## src/rtl/mips_multicycle_ctrl_pkg.sv

```systemverilog
// Shared constants for the multicycle MIPS control path.
// Holds the ALU opcode values, the MIPS primary opcode and R-type funct
// codes, the datapath mux encodings (ALU A/B, PC source) and the
// instruction-class type produced by the decoder.
package mips_multicycle_ctrl_pkg;

    // ALU operation codes
    localparam logic [5:0] ALU_ADD = 6'd0;
    localparam logic [5:0] ALU_SUB = 6'd1;
    localparam logic [5:0] ALU_SHL = 6'd2;
    localparam logic [5:0] ALU_SHR = 6'd3;
    localparam logic [5:0] ALU_SRA = 6'd4;
    localparam logic [5:0] ALU_SLT = 6'd5;
    localparam logic [5:0] ALU_AND = 6'd6;
    localparam logic [5:0] ALU_XOR = 6'd7;
    localparam logic [5:0] ALU_NOR = 6'd8;
    localparam logic [5:0] ALU_OR  = 6'd9;

    // MIPS primary opcodes
    localparam logic [5:0] OP_RTYPE = 6'h00;
    localparam logic [5:0] OP_J     = 6'h02;
    localparam logic [5:0] OP_BEQ   = 6'h04;
    localparam logic [5:0] OP_BNE   = 6'h05;
    localparam logic [5:0] OP_ADDI  = 6'h08;
    localparam logic [5:0] OP_ADDIU = 6'h09;
    localparam logic [5:0] OP_SLTI  = 6'h0A;
    localparam logic [5:0] OP_ANDI  = 6'h0C;
    localparam logic [5:0] OP_ORI   = 6'h0D;
    localparam logic [5:0] OP_XORI  = 6'h0E;
    localparam logic [5:0] OP_LW    = 6'h23;
    localparam logic [5:0] OP_SW    = 6'h2B;

    // R-type funct codes
    localparam logic [5:0] F_SLL  = 6'h00;
    localparam logic [5:0] F_SRL  = 6'h02;
    localparam logic [5:0] F_SRA  = 6'h03;
    localparam logic [5:0] F_ADD  = 6'h20;
    localparam logic [5:0] F_ADDU = 6'h21;
    localparam logic [5:0] F_SUB  = 6'h22;
    localparam logic [5:0] F_SUBU = 6'h23;
    localparam logic [5:0] F_AND  = 6'h24;
    localparam logic [5:0] F_OR   = 6'h25;
    localparam logic [5:0] F_XOR  = 6'h26;
    localparam logic [5:0] F_NOR  = 6'h27;
    localparam logic [5:0] F_SLT  = 6'h2A;

    // ALU A select
    localparam logic [1:0] SRC_A_PC = 2'd0;
    localparam logic [1:0] SRC_A_RS = 2'd1;
    localparam logic [1:0] SRC_A_RT = 2'd2;

    // ALU B select
    localparam logic [2:0] SRC_B_RT       = 3'd0;
    localparam logic [2:0] SRC_B_FOUR     = 3'd1;
    localparam logic [2:0] SRC_B_SEXT     = 3'd2;
    localparam logic [2:0] SRC_B_ZEXT     = 3'd3;
    localparam logic [2:0] SRC_B_SHAMT    = 3'd4;
    localparam logic [2:0] SRC_B_SEXT_SH2 = 3'd5;

    // PC next-value select
    localparam logic [1:0] PC_SRC_ALU    = 2'd0;
    localparam logic [1:0] PC_SRC_ALUOUT = 2'd1;
    localparam logic [1:0] PC_SRC_JUMP   = 2'd2;

    // Instruction class resolved at decode
    typedef enum logic [2:0] {
        CLS_R   = 3'd0,
        CLS_I   = 3'd1,
        CLS_LW  = 3'd2,
        CLS_SW  = 3'd3,
        CLS_BEQ = 3'd4,
        CLS_BNE = 3'd5,
        CLS_J   = 3'd6,
        CLS_BAD = 3'd7
    } instr_class_e;

    function automatic logic [5:0] opcode_of(input logic [31:0] word);
        return word[31:26];
    endfunction

    function automatic logic [5:0] funct_of(input logic [31:0] word);
        return word[5:0];
    endfunction

endpackage

```

## src/rtl/mips_ctrl_decode.sv

```systemverilog
// Combinational instruction decoder for the multicycle control unit.
// Maps the primary opcode and R-type funct to an instruction class and to
// the ALU opcode / A select / B select used in the EXEC_R or EXEC_I state.
// Ports:
//   opcode      in  6  instr[31:26]
//   funct       in  6  instr[5:0]
//   iclass      out    instruction class (CLS_BAD for anything undecodable)
//   exec_alu_op out 6  ALU opcode for the execute state
//   exec_src_a  out 2  ALU A select for the execute state
//   exec_src_b  out 3  ALU B select for the execute state
module mips_ctrl_decode
    import mips_multicycle_ctrl_pkg::*;
(
    input  logic [5:0]   opcode,
    input  logic [5:0]   funct,
    output instr_class_e iclass,
    output logic [5:0]   exec_alu_op,
    output logic [1:0]   exec_src_a,
    output logic [2:0]   exec_src_b
);

    // Opcode/funct lookup; unsupported encodings fall through to CLS_BAD
    always_comb begin
        iclass      = CLS_BAD;
        exec_alu_op = ALU_ADD;
        exec_src_a  = SRC_A_RS;
        exec_src_b  = SRC_B_RT;
        case (opcode)
            OP_RTYPE: begin
                case (funct)
                    F_ADD, F_ADDU: begin iclass = CLS_R; exec_alu_op = ALU_ADD; end
                    F_SUB, F_SUBU: begin iclass = CLS_R; exec_alu_op = ALU_SUB; end
                    F_AND:         begin iclass = CLS_R; exec_alu_op = ALU_AND; end
                    F_OR:          begin iclass = CLS_R; exec_alu_op = ALU_OR;  end
                    F_XOR:         begin iclass = CLS_R; exec_alu_op = ALU_XOR; end
                    F_NOR:         begin iclass = CLS_R; exec_alu_op = ALU_NOR; end
                    F_SLT:         begin iclass = CLS_R; exec_alu_op = ALU_SLT; end
                    // Shifts operate on rt by the shamt field
                    F_SLL: begin
                        iclass = CLS_R; exec_alu_op = ALU_SHL;
                        exec_src_a = SRC_A_RT; exec_src_b = SRC_B_SHAMT;
                    end
                    F_SRL: begin
                        iclass = CLS_R; exec_alu_op = ALU_SHR;
                        exec_src_a = SRC_A_RT; exec_src_b = SRC_B_SHAMT;
                    end
                    F_SRA: begin
                        iclass = CLS_R; exec_alu_op = ALU_SRA;
                        exec_src_a = SRC_A_RT; exec_src_b = SRC_B_SHAMT;
                    end
                    default: iclass = CLS_BAD;
                endcase
            end
            OP_ADDI, OP_ADDIU: begin
                iclass = CLS_I; exec_alu_op = ALU_ADD; exec_src_b = SRC_B_SEXT;
            end
            OP_SLTI: begin
                iclass = CLS_I; exec_alu_op = ALU_SLT; exec_src_b = SRC_B_SEXT;
            end
            // Logical immediates are zero-extended
            OP_ANDI: begin
                iclass = CLS_I; exec_alu_op = ALU_AND; exec_src_b = SRC_B_ZEXT;
            end
            OP_ORI: begin
                iclass = CLS_I; exec_alu_op = ALU_OR; exec_src_b = SRC_B_ZEXT;
            end
            OP_XORI: begin
                iclass = CLS_I; exec_alu_op = ALU_XOR; exec_src_b = SRC_B_ZEXT;
            end
            OP_LW:   iclass = CLS_LW;
            OP_SW:   iclass = CLS_SW;
            OP_BEQ:  iclass = CLS_BEQ;
            OP_BNE:  iclass = CLS_BNE;
            OP_J:    iclass = CLS_J;
            default: iclass = CLS_BAD;
        endcase
    end

endmodule

```

## src/rtl/mips_multicycle_ctrl.sv

```systemverilog
// Multicycle MIPS control unit.
// Sequences FETCH / DECODE / EXECUTE / MEMORY / WRITEBACK for each
// instruction and drives the ALU opcode, datapath mux selects and write
// strobes. Memory accesses use a req/ack handshake: the request is held
// until mem_ack is sampled high.
// Ports:
//   clk, rst_n        clock (rising edge), asynchronous active-low reset
//   instr   in  32    instruction register, valid from DECODE onward
//   zero    in  1     ALU zero flag (branch resolution)
//   mem_ack in  1     memory completed the request this cycle
//   alu_op  out OPW   ALU operation
//   alu_src_a/alu_src_b/pc_src   datapath mux selects
//   pc_write, ir_write, mem_req, mem_we, iord, reg_write, reg_dst,
//   mem_to_reg        datapath strobes/selects
//   illegal out 1     one-cycle pulse on an undecodable instruction
module mips_multicycle_ctrl
    import mips_multicycle_ctrl_pkg::*;
#(
    parameter int OPW = 6
) (
    input  logic           clk,
    input  logic           rst_n,
    input  logic [31:0]    instr,
    input  logic           zero,
    input  logic           mem_ack,
    output logic [OPW-1:0] alu_op,
    output logic [1:0]     alu_src_a,
    output logic [2:0]     alu_src_b,
    output logic [1:0]     pc_src,
    output logic           pc_write,
    output logic           ir_write,
    output logic           mem_req,
    output logic           mem_we,
    output logic           iord,
    output logic           reg_write,
    output logic           reg_dst,
    output logic           mem_to_reg,
    output logic           illegal
);

    typedef enum logic [3:0] {
        S_FETCH    = 4'd0,
        S_DECODE   = 4'd1,
        S_EXEC_R   = 4'd2,
        S_EXEC_I   = 4'd3,
        S_MEM_ADDR = 4'd4,
        S_MEM_RD   = 4'd5,
        S_MEM_WB   = 4'd6,
        S_MEM_WR   = 4'd7,
        S_BRANCH   = 4'd8,
        S_JUMP     = 4'd9,
        S_WB_R     = 4'd10,
        S_WB_I     = 4'd11
    } state_e;

    state_e       state_r;
    // Cleared by reset and set on the first clock edge after release, so
    // all outputs stay low during reset and the first request starts in
    // the cycle following that edge.
    logic         run_r;

    instr_class_e iclass_s;
    logic [5:0]   exec_alu_op_s;
    logic [1:0]   exec_src_a_s;
    logic [2:0]   exec_src_b_s;

    logic [5:0]   alu_op_s;
    logic [1:0]   alu_src_a_s;
    logic [2:0]   alu_src_b_s;
    logic [1:0]   pc_src_s;
    logic         pc_write_s;
    logic         ir_write_s;
    logic         mem_req_s;
    logic         mem_we_s;
    logic         iord_s;
    logic         reg_write_s;
    logic         reg_dst_s;
    logic         mem_to_reg_s;
    logic         illegal_s;

    // Register/immediate fields are consumed by the datapath, not here
    logic         unused_instr_fields_s;
    assign unused_instr_fields_s = ^instr[25:6];

    mips_ctrl_decode u_decode (
        .opcode      (opcode_of(instr)),
        .funct       (funct_of(instr)),
        .iclass      (iclass_s),
        .exec_alu_op (exec_alu_op_s),
        .exec_src_a  (exec_src_a_s),
        .exec_src_b  (exec_src_b_s)
    );

    // State sequencing; mem_ack only matters in the three request states
    always_ff @(posedge clk or negedge rst_n) begin
        if (!rst_n) begin
            state_r <= S_FETCH;
            run_r   <= 1'b0;
        end else begin
            run_r <= 1'b1;
            case (state_r)
                S_FETCH: begin
                    if (run_r && mem_ack) state_r <= S_DECODE;
                    else                  state_r <= S_FETCH;
                end
                S_DECODE: begin
                    case (iclass_s)
                        CLS_R:           state_r <= S_EXEC_R;
                        CLS_I:           state_r <= S_EXEC_I;
                        CLS_LW, CLS_SW:  state_r <= S_MEM_ADDR;
                        CLS_BEQ, CLS_BNE: state_r <= S_BRANCH;
                        CLS_J:           state_r <= S_JUMP;
                        default:         state_r <= S_FETCH;
                    endcase
                end
                S_EXEC_R:   state_r <= S_WB_R;
                S_EXEC_I:   state_r <= S_WB_I;
                S_MEM_ADDR: state_r <= (iclass_s == CLS_SW) ? S_MEM_WR : S_MEM_RD;
                S_MEM_RD: begin
                    if (mem_ack) state_r <= S_MEM_WB;
                    else         state_r <= S_MEM_RD;
                end
                S_MEM_WR: begin
                    if (mem_ack) state_r <= S_FETCH;
                    else         state_r <= S_MEM_WR;
                end
                S_MEM_WB, S_WB_R, S_WB_I, S_BRANCH, S_JUMP: state_r <= S_FETCH;
                default:    state_r <= S_FETCH;
            endcase
        end
    end

    // Output decode from the state register and instr; FETCH's write
    // strobes follow mem_ack and BRANCH's pc_write follows zero
    always_comb begin
        alu_op_s     = ALU_ADD;
        alu_src_a_s  = SRC_A_PC;
        alu_src_b_s  = SRC_B_RT;
        pc_src_s     = PC_SRC_ALU;
        pc_write_s   = 1'b0;
        ir_write_s   = 1'b0;
        mem_req_s    = 1'b0;
        mem_we_s     = 1'b0;
        iord_s       = 1'b0;
        reg_write_s  = 1'b0;
        reg_dst_s    = 1'b0;
        mem_to_reg_s = 1'b0;
        illegal_s    = 1'b0;
        if (run_r) begin
            case (state_r)
                S_FETCH: begin
                    mem_req_s   = 1'b1;
                    alu_src_b_s = SRC_B_FOUR;
                    ir_write_s  = mem_ack;
                    pc_write_s  = mem_ack;
                end
                S_DECODE: begin
                    alu_src_b_s = SRC_B_SEXT_SH2;
                    illegal_s   = (iclass_s == CLS_BAD);
                end
                S_EXEC_R, S_EXEC_I: begin
                    alu_op_s    = exec_alu_op_s;
                    alu_src_a_s = exec_src_a_s;
                    alu_src_b_s = exec_src_b_s;
                end
                S_WB_R: begin
                    reg_write_s = 1'b1;
                    reg_dst_s   = 1'b1;
                end
                S_WB_I: begin
                    reg_write_s = 1'b1;
                end
                S_MEM_ADDR: begin
                    alu_src_a_s = SRC_A_RS;
                    alu_src_b_s = SRC_B_SEXT;
                end
                S_MEM_RD: begin
                    mem_req_s = 1'b1;
                    iord_s    = 1'b1;
                end
                S_MEM_WB: begin
                    reg_write_s  = 1'b1;
                    mem_to_reg_s = 1'b1;
                end
                S_MEM_WR: begin
                    mem_req_s = 1'b1;
                    mem_we_s  = 1'b1;
                    iord_s    = 1'b1;
                end
                S_BRANCH: begin
                    alu_op_s    = ALU_SUB;
                    alu_src_a_s = SRC_A_RS;
                    alu_src_b_s = SRC_B_RT;
                    pc_src_s    = PC_SRC_ALUOUT;
                    pc_write_s  = (iclass_s == CLS_BNE) ? ~zero : zero;
                end
                S_JUMP: begin
                    pc_write_s = 1'b1;
                    pc_src_s   = PC_SRC_JUMP;
                end
                default: begin
                    alu_op_s = ALU_ADD;
                end
            endcase
        end else begin
            alu_op_s = ALU_ADD;
        end
    end

    assign alu_op     = OPW'(alu_op_s);
    assign alu_src_a  = alu_src_a_s;
    assign alu_src_b  = alu_src_b_s;
    assign pc_src     = pc_src_s;
    assign pc_write   = pc_write_s;
    assign ir_write   = ir_write_s;
    assign mem_req    = mem_req_s;
    assign mem_we     = mem_we_s;
    assign iord       = iord_s;
    assign reg_write  = reg_write_s;
    assign reg_dst    = reg_dst_s;
    assign mem_to_reg = mem_to_reg_s;
    assign illegal    = illegal_s;

endmodule

```

## config.mk

```make
export PLATFORM = sky130hd
export DESIGN_NAME = mips_multicycle_ctrl
export DESIGN_NICKNAME = d
export VERILOG_FILES = /design/src/rtl/mips_multicycle_ctrl_pkg.sv /design/src/rtl/mips_ctrl_decode.sv /design/src/rtl/mips_multicycle_ctrl.sv
export SDC_FILE = /design/constraint.sdc
export NUM_CORES = 1
export LEC_CHECK = 0
export BUFFER_PORTS_ARGS = -buffer_cell sky130_fd_sc_hd__buf_4
export CAP_MARGIN = 15
export CORE_MARGIN = 1
export CORE_UTILIZATION = 41
export CTS_CLUSTER_SIZE = 10
export DETAILED_ROUTE_END_ITERATION = 10
export PLACE_DENSITY_LB_ADDON = 0.25
export SYNTH_ARGS = -nofsm -noshare
export SYNTH_HDL_FRONTEND = slang
export SYNTH_SLANG_ARGS = --single-unit
export TNS_END_PERCENT = 10
```

## constraint.sdc

```tcl
create_clock -name clk -period 3.7 [get_ports clk]
set_clock_uncertainty 0.05 [all_clocks]
set_input_delay 0.37 -clock clk [delete_from_list [all_inputs] [get_ports clk]]
set_output_delay 0.37 -clock clk [all_outputs]
set_load 0.005 [all_outputs]
```

==> reports/qor.txt <==
initial antenna violation count = 0
CP Capture Type = output pin
initial DRC count = 37
final setup vio count = 0
first-pass GRT wire length = 4.547 mm
Post-DRT Antenna Nets = 0
fin crit share = 0.7081
RSZ-0062 raised after global routing = no
Mapped Cells = 156
Fill cells = 239
Worst setup SP type = register
antenna cells = 0
Sink Count = 5
Slew Viols, Final = 0
most frequent cell after synthesis = nand2_1
total CTS buffers = 3
Pwr per Cell Area = 342.1 nW/um^2
DR vias/cell = 5.895
row count = 17
ys flop type = dfrtp_1
clk slew on worst S/H paths = 0.04 ns
minimum clock period = 2.620 ns
Seq/Total Area, Yosys = 0.1199
post-DP HPWL = 2.241 mm
status = complete, no violations
worst vdd ir = 0.2872 mV
largest net degree at the start of global routing = 19
Synth area leaders = dfrtp_1 12%, nand2_1 9.0%, nor2_1 6.1%
max_cap viols = 0
Lkg Pwr = 0.5240 nW
cts hold-fix bufs = 1
clk_lat worst skew = 0.24 ns
Layout area overhead = 22.06%
WP data required = 3.28 ns
mapped cell area = 1044 um^2
layout cells sized above 1 = 0.2473
input/output buffers = 35
cell taking the most area after synthesis = dfrtp_1
Synth Area per Inst = 6.689 um^2
Rel. slew slack = 0.6330
DR vias = 1238
Critical Path AT = 2.20 ns
GPL Wtd Cong = 0.8354
die extent in y = 52.45 um
Syn. warnings = 0
worst-case reg-to-reg path depth = 4
DRC = 0
nets@finish = 219
number of synthesized flops with an enable pin = 0
worst-margin pin slew = 0.5506 ns
post-synth top area share = 0.1199
total congestion overflow = 0
Hold Path Stages = 2
starting density of the core = 0.4542
CTS tree = done
WHS = 0.3340 ns
Hold Crit Endpoint = state_r[2]$_DFF_PN0_
I/O pins = 58
reg-to-reg endpoint = state_r[1]$_DFF_PN0_
reg-to-reg slack, setup = 1.89 ns
setup bufs post-CTS = 0
htree depth = 1
gr usage total = 0.2190
clk root buf = clkbuf_4
hold path startpoint = instr[30]
crit path kind = register to output pin
RR Startpoint = state_r[2]$_DFF_PN0_
CP Max Fanout = 18
Final Hold Vio Count = 0
Pre-antenna DRT Iters = 4
clk buf depth = 2
Core Area = 2297 um^2
maximum operating frequency = 381.7 MHz
synth cell count leaders = 25 x nand2_1, 17 x nor2_1, 10 x a21oi_1, 6 x nand2b_1, 6 x nor3_1
Seq cells post-synth = 5
Worst Hold Class = input pin to register
wire length per cell = 13.63 um
total wire length = 2.862 mm
Synth cell types = 57
Async S/R FF share, synth = 1.000
setup TNS = 0 ns
Die X-Extent = 52.45 um
vias in the first global route = 1036
PostCTS Resize Cnt = 0
Die ar. = 2751 um^2
## per-layer routing
layer  vias to the layer above  wire length [um]  track usage
met5                         -                 0            0
met4                         0                 6      0.03947
met3                         3               165      0.04348
met2                        47              1288       0.3692
met1                       570              1401       0.2872
li1                        618                 -            -
## cell families after synthesis
kind of cell    count (synthesis)  share of synthesized area
other cells                     2                   0.007197
flops                           5                     0.1199
compound gates                 39                     0.2614
buf+inv                        21                     0.1247
fa+ha+maj                       1                   0.009593
simple gates                   83                     0.4317
xor+xnor                        2                    0.01679
mux                             3                    0.02878
## registers in the layout, indices dropped and copies added (netlist names)
| name | cells |
|---|---|
| run_r | 1 |
| state_r | 4 |
## power by group
part	switching (W)	internal, W	total [W]	leakage, nW
Combinational	0.000133	0.000119	0.000252	0.443
Sequential	0.0000524	0.0000685	0.000121	0.0656
Clock	0.0000223	0.0000408	0.0000631	0.0150
Total	0.000207	0.000228	0.000436	0.524
## worst max path at each step
| stage | startpoint | end | slack, ns | depth (start not counted) |
|---|---|---|---|---|
| after global routing | state_r[2]$_DFF_PN0_ | alu_op[0] | 0.84 | 5 |
| after detailed placement | instr[26] | alu_op[0] | 1.28 | 7 |
| after global placement | instr[26] | alu_op[0] | 1.33 | 7 |
| after floorplan | instr[26] | alu_op[0] | 1.78 | 5 |
| after CTS | state_r[2]$_DFF_PN0_ | alu_op[0] | 1.09 | 5 |
| final | state_r[2]$_DFF_PN0_ | alu_op[0] | 1.08 | 5 |
## layout by cell type, fill, tap and decap left out, types with 2 or more instances in the layout
cell type,instances
buf_4,35
nand2_1,25
nor2_1,17
a21oi_1,10
nor3_1,6
nand2b_1,6
inv_1,5
o21ai_1,5
dfrtp_1,5
nor2b_1,4
a31oi_1,4
and3_1,3
nand3_1,3
mux2i_1,3
conb_1,3
clkbuf_4,3
a32oi_1,2
nand4_1,2
nand3b_1,2
o2111ai_1,2
nor4b_1,2
## metrics by stage
step	worst slack [ns]	cells	power, W	util	cell area, um^2
after CTS	1.086	210	0.0004370	0.5545	1274
after floorplan	1.778	157	0.0002900	-	1047
after detailed placement	1.279	205	0.0003696	0.5387	1237
final	1.080	210	0.0004357	0.5545	1274
after global routing	0.8378	210	0.0004759	0.5545	1274
after global placement	1.328	205	0.0003621	0.5387	1237
## area by class of cell
| cell class | instances | area, um^2 | area share |
|---|---|---|---|
| tap | 28 | 35.03 | 0.02750 |
| timing repair buffer | 36 | 272.8 | 0.2141 |
| clock buffer | 4 | 26.28 | 0.02063 |
| multi-input combinational | 131 | 792.0 | 0.6218 |
| inverter | 6 | 22.52 | 0.01768 |
| sequential | 5 | 125.1 | 0.09823 |
## critical path: stages (launching register included)
cell and delay [ns]:
dfrtp_1 0.57, a2111oi_1 0.54, nand4bb_1 0.29, o31a_1 0.35
o21ai_1 0.08, buf_4 0.12
No activity file was read; power rests on OpenSTA's default activity.
